## config.mk

```make
export PLATFORM = sky130hd
export DESIGN_NAME = csr_file_flat
export DESIGN_NICKNAME = d
export VERILOG_FILES = /design/src/rtl/csr_file_if.sv /design/src/rtl/csr_file.sv /design/src/flat_wrapper.sv
export SDC_FILE = /design/constraint.sdc
export NUM_CORES = 1
export LEC_CHECK = 0
export CORE_UTILIZATION = 40
export DETAILED_ROUTE_END_ITERATION = 8
export GPL_TIMING_DRIVEN = 0
export PLACE_DENSITY = 0.7
export SYNTH_ARGS = -nofsm -noshare
export SYNTH_HDL_FRONTEND = slang
export SYNTH_SLANG_ARGS = --single-unit
```

## constraint.sdc

```tcl
create_clock -name clk -period 10.35 [get_ports clk]
set_input_delay 2.07 -clock clk [delete_from_list [all_inputs] [get_ports clk]]
set_output_delay 2.07 -clock clk [all_outputs]
set_load 0.05 [all_outputs]
```

## src/rtl/csr_file_if.sv

```systemverilog
// CSR read/write port between the branch/CSR functional unit (master) and
// the machine-mode CSR file (slave).
interface csr_file_if #(
    parameter int DATA_WIDTH     = 32,
    parameter int CSR_ADDR_WIDTH = 12
);
    logic                      csr_valid;
    logic [CSR_ADDR_WIDTH-1:0] csr_address;
    logic [DATA_WIDTH-1:0]     csr_data;
    logic                      csr_wr_en;
    logic [DATA_WIDTH-1:0]     csr_wr_data;
    logic                      csr_illegal;

    modport master (
        output csr_valid, csr_address, csr_wr_en, csr_wr_data,
        input  csr_data, csr_illegal
    );

    modport slave (
        input  csr_valid, csr_address, csr_wr_en, csr_wr_data,
        output csr_data, csr_illegal
    );
endinterface

```

## src/rtl/csr_file.sv

```systemverilog
// Machine-mode CSR file: zero-latency reads, edge-committed writes,
// 64-bit cycle/instret counters and trap/MRET state for commit.
module csr_file #(
    parameter int          DATA_WIDTH     = 32,
    parameter int          CSR_ADDR_WIDTH = 12,
    parameter logic [31:0] HART_ID        = 32'd0,
    parameter logic [31:0] MTVEC_RESET    = 32'h0000_0100
) (
    input  logic                  clk,
    input  logic                  rst,
    csr_file_if.slave             csr,
    input  logic [1:0]            retire_count,
    input  logic                  exc_valid,
    input  logic [4:0]            exc_cause,
    input  logic [DATA_WIDTH-1:0] exc_pc,
    input  logic                  mret,
    output logic [DATA_WIDTH-1:0] trap_vector,
    output logic [DATA_WIDTH-1:0] epc
);

    localparam logic [11:0] ADDR_MSTATUS   = 12'h300;
    localparam logic [11:0] ADDR_MISA      = 12'h301;
    localparam logic [11:0] ADDR_MTVEC     = 12'h305;
    localparam logic [11:0] ADDR_MSCRATCH  = 12'h340;
    localparam logic [11:0] ADDR_MEPC      = 12'h341;
    localparam logic [11:0] ADDR_MCAUSE    = 12'h342;
    localparam logic [11:0] ADDR_MCYCLE    = 12'hB00;
    localparam logic [11:0] ADDR_MINSTRET  = 12'hB02;
    localparam logic [11:0] ADDR_MCYCLEH   = 12'hB80;
    localparam logic [11:0] ADDR_MINSTRETH = 12'hB82;
    localparam logic [11:0] ADDR_CYCLE     = 12'hC00;
    localparam logic [11:0] ADDR_INSTRET   = 12'hC02;
    localparam logic [11:0] ADDR_CYCLEH    = 12'hC80;
    localparam logic [11:0] ADDR_INSTRETH  = 12'hC82;
    localparam logic [11:0] ADDR_MHARTID   = 12'hF14;
    localparam logic [31:0] MISA_VALUE     = 32'h4000_1104;

    logic        mie;
    logic        mpie;
    logic [31:2] mtvec_q;
    logic [31:0] mscratch;
    logic [31:1] mepc_q;
    logic        mcause_int;
    logic [4:0]  mcause_code;
    logic [63:0] mcycle;
    logic [63:0] minstret;

    logic [11:0] addr;
    logic [31:0] read_value;
    logic        implemented;
    logic        read_only;
    logic        wr_fire;
    logic [31:0] wr_data;
    logic [63:0] retire_inc;
    logic [63:0] mcycle_next;
    logic [63:0] minstret_next;
    logic        unused_bits;

    assign addr        = csr.csr_address[11:0];
    assign wr_data     = csr.csr_wr_data;
    assign unused_bits = exc_pc[0];

    // Read decode works purely on registered state, so a same-cycle write never bypasses.
    always_comb begin
        read_value  = '0;
        implemented = 1'b1;
        read_only   = 1'b0;
        case (addr)
            ADDR_MSTATUS:   read_value = {24'b0, mpie, 3'b0, mie, 3'b0};
            ADDR_MISA:      begin read_value = MISA_VALUE;       read_only = 1'b1; end
            ADDR_MTVEC:     read_value = {mtvec_q, 2'b00};
            ADDR_MSCRATCH:  read_value = mscratch;
            ADDR_MEPC:      read_value = {mepc_q, 1'b0};
            ADDR_MCAUSE:    read_value = {mcause_int, 26'b0, mcause_code};
            ADDR_MCYCLE:    read_value = mcycle[31:0];
            ADDR_MINSTRET:  read_value = minstret[31:0];
            ADDR_MCYCLEH:   read_value = mcycle[63:32];
            ADDR_MINSTRETH: read_value = minstret[63:32];
            ADDR_CYCLE:     begin read_value = mcycle[31:0];    read_only = 1'b1; end
            ADDR_INSTRET:   begin read_value = minstret[31:0];  read_only = 1'b1; end
            ADDR_CYCLEH:    begin read_value = mcycle[63:32];   read_only = 1'b1; end
            ADDR_INSTRETH:  begin read_value = minstret[63:32]; read_only = 1'b1; end
            ADDR_MHARTID:   begin read_value = HART_ID;          read_only = 1'b1; end
            default:        implemented = 1'b0;
        endcase
    end

    assign csr.csr_data    = read_value;
    assign csr.csr_illegal = csr.csr_valid & (~implemented | (csr.csr_wr_en & read_only));
    assign wr_fire         = csr.csr_valid & csr.csr_wr_en & ~csr.csr_illegal;

    // A write to either counter half replaces that half and skips this cycle's increment.
    always_comb begin
        retire_inc = (retire_count == 2'd3) ? 64'd2 : {62'b0, retire_count};

        mcycle_next = mcycle + 64'd1;
        if (wr_fire && addr == ADDR_MCYCLE)
            mcycle_next = {mcycle[63:32], wr_data};
        else if (wr_fire && addr == ADDR_MCYCLEH)
            mcycle_next = {wr_data, mcycle[31:0]};

        minstret_next = minstret + retire_inc;
        if (wr_fire && addr == ADDR_MINSTRET)
            minstret_next = {minstret[63:32], wr_data};
        else if (wr_fire && addr == ADDR_MINSTRETH)
            minstret_next = {wr_data, minstret[31:0]};
    end

    // Trap beats MRET beats CSR write for mstatus/mepc/mcause; other CSRs commit regardless.
    always_ff @(posedge clk or posedge rst) begin
        if (rst) begin
            mie         <= 1'b0;
            mpie        <= 1'b0;
            mtvec_q     <= MTVEC_RESET[31:2];
            mscratch    <= '0;
            mepc_q      <= '0;
            mcause_int  <= 1'b0;
            mcause_code <= '0;
            mcycle      <= '0;
            minstret    <= '0;
        end else begin
            mcycle   <= mcycle_next;
            minstret <= minstret_next;
            if (wr_fire && addr == ADDR_MTVEC)
                mtvec_q <= wr_data[31:2];
            if (wr_fire && addr == ADDR_MSCRATCH)
                mscratch <= wr_data;
            if (exc_valid) begin
                mepc_q      <= exc_pc[31:1];
                mcause_int  <= 1'b0;
                mcause_code <= exc_cause;
                mpie        <= mie;
                mie         <= 1'b0;
            end else begin
                if (mret) begin
                    mie  <= mpie;
                    mpie <= 1'b1;
                end else if (wr_fire && addr == ADDR_MSTATUS) begin
                    mie  <= wr_data[3];
                    mpie <= wr_data[7];
                end
                if (wr_fire && addr == ADDR_MEPC)
                    mepc_q <= wr_data[31:1];
                if (wr_fire && addr == ADDR_MCAUSE) begin
                    mcause_int  <= wr_data[31];
                    mcause_code <= wr_data[4:0];
                end
            end
        end
    end

    assign trap_vector = {mtvec_q, 2'b00};
    assign epc         = {mepc_q, 1'b0};

endmodule

```

## src/flat_wrapper.sv

```systemverilog
// flat-port wrapper written by rule: the top's interface ports become plain ports
module csr_file_flat 
#(
    parameter int          DATA_WIDTH     = 32,
    parameter int          CSR_ADDR_WIDTH = 12,
    parameter logic [31:0] HART_ID        = 32'd0,
    parameter logic [31:0] MTVEC_RESET    = 32'h0000_0100
)
  (clk, rst, retire_count, exc_valid, exc_cause, exc_pc, mret, trap_vector, epc, csr_csr_valid, csr_csr_address, csr_csr_wr_en, csr_csr_wr_data, csr_csr_data, csr_csr_illegal);
  csr_file_if #(.DATA_WIDTH(DATA_WIDTH), .CSR_ADDR_WIDTH(CSR_ADDR_WIDTH)) csr_i ();
  input  logic clk;
  input  logic rst;
  input  logic [1:0] retire_count;
  input  logic exc_valid;
  input  logic [4:0] exc_cause;
  input  logic [DATA_WIDTH-1:0] exc_pc;
  input  logic mret;
  output logic [DATA_WIDTH-1:0] trap_vector;
  output logic [DATA_WIDTH-1:0] epc;
  input wire logic [$bits(csr_i.csr_valid)-1:0] csr_csr_valid;
  input wire logic [$bits(csr_i.csr_address)-1:0] csr_csr_address;
  input wire logic [$bits(csr_i.csr_wr_en)-1:0] csr_csr_wr_en;
  input wire logic [$bits(csr_i.csr_wr_data)-1:0] csr_csr_wr_data;
  output wire logic [$bits(csr_i.csr_data)-1:0] csr_csr_data;
  output wire logic [$bits(csr_i.csr_illegal)-1:0] csr_csr_illegal;
  assign csr_i.csr_valid = csr_csr_valid;
  assign csr_i.csr_address = csr_csr_address;
  assign csr_i.csr_wr_en = csr_csr_wr_en;
  assign csr_i.csr_wr_data = csr_csr_wr_data;
  assign csr_csr_data = csr_i.csr_data;
  assign csr_csr_illegal = csr_i.csr_illegal;
  csr_file #(.DATA_WIDTH(DATA_WIDTH), .CSR_ADDR_WIDTH(CSR_ADDR_WIDTH), .HART_ID(HART_ID), .MTVEC_RESET(MTVEC_RESET)) u_core (.clk(clk), .rst(rst), .csr(csr_i), .retire_count(retire_count), .exc_valid(exc_valid), .exc_cause(exc_cause), .exc_pc(exc_pc), .mret(mret), .trap_vector(trap_vector), .epc(epc));
endmodule
```

==> results by group <==
Synth
  • Post-synthesis sequential area ratio: 41.8%
  • Post-synth EDFFs: 0
  • Ys Warns: 0
  • Distinct cells, synth: 70
  • Mean post-synth cell area: 9.07 um^2
  • Synth Cell Area: 13700 um^2
  • Syn Inst Count: 1512
  • Main synth FF type: dfrtp_1
  • Post-synth ARST share: 100%
  • #FFs+latches synth: 229

Floorplanning
  • # IOs: 186
  • Core footprint: 33600 um^2
  • Die Ht: 187 um
  • Initial core utilization: 40.8%
  • Die width: 187 um
  • Cell row count: 67
  • Die area: 35000 um^2

Finish
  • Final Net Count: 1813
  • Share of cells above drive strength 1: 11.3%
  • Most common cell after layout, fill and taps aside: dfrtp_1
  • ANT cells: 0
  • Final core occ: 50.7%
  • Commonest non-fill, non-tap cells in the layout: dfrtp_1, clkdlybuf4s50_1, nand2_1
  • Layout Area Growth over Synthesis: 24.4%
  • Final instance count without filler cells: 2190

Critical path
  • Worst path cell trace: clkdlybuf4s50_1, nor3_2, nand2_1, nor3_1, buf_2, buf_2, a22oi_1, nand3_1, clkdlybuf4s50_1
  • CP startpoint kind: input port
  • Crit path required time: 8280 ps
  • CP max stage cell: clkdlybuf4s50_1
  • Crit path DAT: 6320 ps
  • Crit path largest cell delay: 830 ps
  • R2R Path Start: u_core.minstret[0]
  • R2R Setup Slk: 7060 ps
  • WP buf/inv: 4
  • CP Class: in2out
  • Worst path top cell family by delay: buffers and inverters
  • R2R Path End: u_core.minstret[60]
  • R2r worst-path depth: 9
  • Worst setup EP type: output port
  • Crit Path Max Fanout: 10

Timing
  • Worst Max-Slew Pin Slew: 1090 ps
  • RSZ-0062 raised after global routing: false
  • Clock Skew: 13.8 ps
  • Tcrit/Tclk final: 81.0%
  • Max Slew Vio Count: 0
  • Setup_tns: 0 ps
  • Final Hold Fails: 0
  • Final setup viols: 0
  • Fin worst setup slack: 1960 ps
  • Fmax achieved: 0.119 GHz
  • Final min period: 8390 ps
  • Relative slew slack: 26.8%

Placed design
  • HPWL Detailed: 45.6 mm
  • Post-Place Setup Slack: 2160 ps
  • Placed insts: 2138
  • GP Congestion: 1.00
  • IO Port Bufs: 175

Route
  • Post-route DRC violation count: 0
  • DRT Wirelength: 61.8 mm
  • Met3 wire len: 7.45 mm
  • DR WL/cell: 28.2 um
  • DR pass1 iterations: 9
  • Met2 routed WL: 27.5 mm
  • Routed length on met1: 24.4 mm
  • Initial drt markers: 2432
  • Top Metal Used: met4
  • Via count: 14.4k
  • Routed Antenna Nets: 0
  • Vias per inst: 6.58

Global routing
  • Grt total ovfl: 0
  • First-pass GRT wire length: 89.9 mm
  • Largest net degree at the start of global routing: 120
  • Total GRT Usage: 34.3%
  • Initial antenna violation count: 2
  • Vias in the first global route: 13.4k

CTS
  • Clock slew at reported path FFs: 60 ps
  • Deepest clock path buffer count: 3
  • Post-CTS setup buffer count: 0
  • Post-cts resize count: 0
  • Cts hold-fix bufs: 0
  • CTS Buf Count: 28
  • Clock sink count: 229
  • CTS Root Cell: clkbuf_16
  • CTS tree: yes
  • CTS H-tree depth: 1
  • Worst skew pair latency: 570 ps

Min path
  • Worst hold endpoint: u_core.mscratch[29]
  • WHS Path Cells: 1
  • Hold path start: u_core.mscratch[29]
  • Min-Delay Path Class: reg2reg

Power
  • Leakage power: 7.11 nW
  • Pwr/cell area: 142 nW/um^2
  • Peak VDD IR: 0.130 mV

Run status
  • Status: complete, no violations

Flow run
  • MaxCap Viol Count: 0
## how the worst max path moves through the flow
| stage | start | endpoint | slack (ps) | cells after the start |
|---|---|---|---|---|
| floorplan | rst | u_core.mcause_code[0] | 2010 | 1 |
| global placement | rst | u_core.mcycle[21] | -1370 | 2 |
| detailed placement | csr_csr_address[5] | csr_csr_data[6] | 2160 | 9 |
| CTS | csr_csr_address[5] | csr_csr_data[6] | 2150 | 9 |
| global route | csr_csr_address[5] | csr_csr_data[5] | 1900 | 9 |
| finish | csr_csr_address[5] | csr_csr_data[5] | 1960 | 9 |
## area by class of cell
| class | count | area [um^2] |
|---|---|---|
| Buffer | 118 | 534 |
| Clock buffer | 41 | 820 |
| Clock inverter | 11 | 173 |
| Fill cell | 3152 | 16600 |
| Inverter | 24 | 97.6 |
| Multi-Input combinational cell | 1143 | 7360 |
| Sequential cell | 229 | 5730 |
| Tap cell | 448 | 561 |
| Timing Repair Buffer | 176 | 1780 |
## sequential cells by signal, indices dropped and copies added, names as in the netlist, 5 cells and up
| register | cells |
|---|---|
| u_core.mscratch | 32 |
| u_core.mcycle | 64 |
| u_core.mepc_q | 31 |
| u_core.minstret | 64 |
| u_core.mcause_code | 5 |
| u_core.mtvec_q | 30 |
## routing by layer
layer,up-vias,global-route usage (%)
met1,7105,47.8
li1,6119,-
met4,0,12.3
met2,1027,52.9
met5,-,0
met3,161,6.77
## cell usage after synthesis, drive strengths merged (46+ instances only)
cell type,number,share of area [%]
clkbuf,63,1.8
mux2i,46,3.4
mux2,64,5.3
o21ai,124,4.5
buf,55,2.1
nand3,104,3.9
a21oi,71,2.6
a22oi,79,4.3
nor3,50,2.2
nand2,162,4.4
nor2,94,2.6
dfrtp,228,42
## worst reg2reg max path: stages (launching register included)
cell	delay, ps
dfrtp_1	490
ha_1	240
inv_1	70
fa_1	460
nand4b_1	350
nor3_1	400
nand4_1	360
nor4_1	540
xnor2_1	190
a21oi_1	80
## kinds of logic (layout without fill, tap and decap cells)
family                     Yosys count  count (layout)  synth area share, %
and+or+nand+nor                    557             557                 21.5
AOI/OAI and AO/OA                  420             420                 20.0
DFF                                229             229                 41.8
buffers and inverters              142             370                 4.55
muxes                              110             110                 8.61
xor gates and xnor gates            49              49                 3.13
adders and majority gates            4               4                0.420
other                                1               3               0.0273
## per-stage QoR
| stage | area, um^2 | total power [mW] | hold slack [ps] |
|---|---|---|---|
| floorplan | 13700 | 1.20 | 459 |
| global placement | 16000 | 1.35 | 469 |
| detailed placement | 16100 | 1.36 | 496 |
| CTS | 17100 | 2.41 | 510 |
| global route | 17100 | 2.48 | 515 |
| finish | 17100 | 2.42 | 506 |
## power breakdown
group	leakage (nW)	internal [mW]	total, mW	switching, mW
Combinational	3.67	0.114	0.321	0.207
Clock	0.486	0.648	1.07	0.419
Sequential	2.95	0.949	1.03	0.0858
Power figures use the tool's default switching activity.
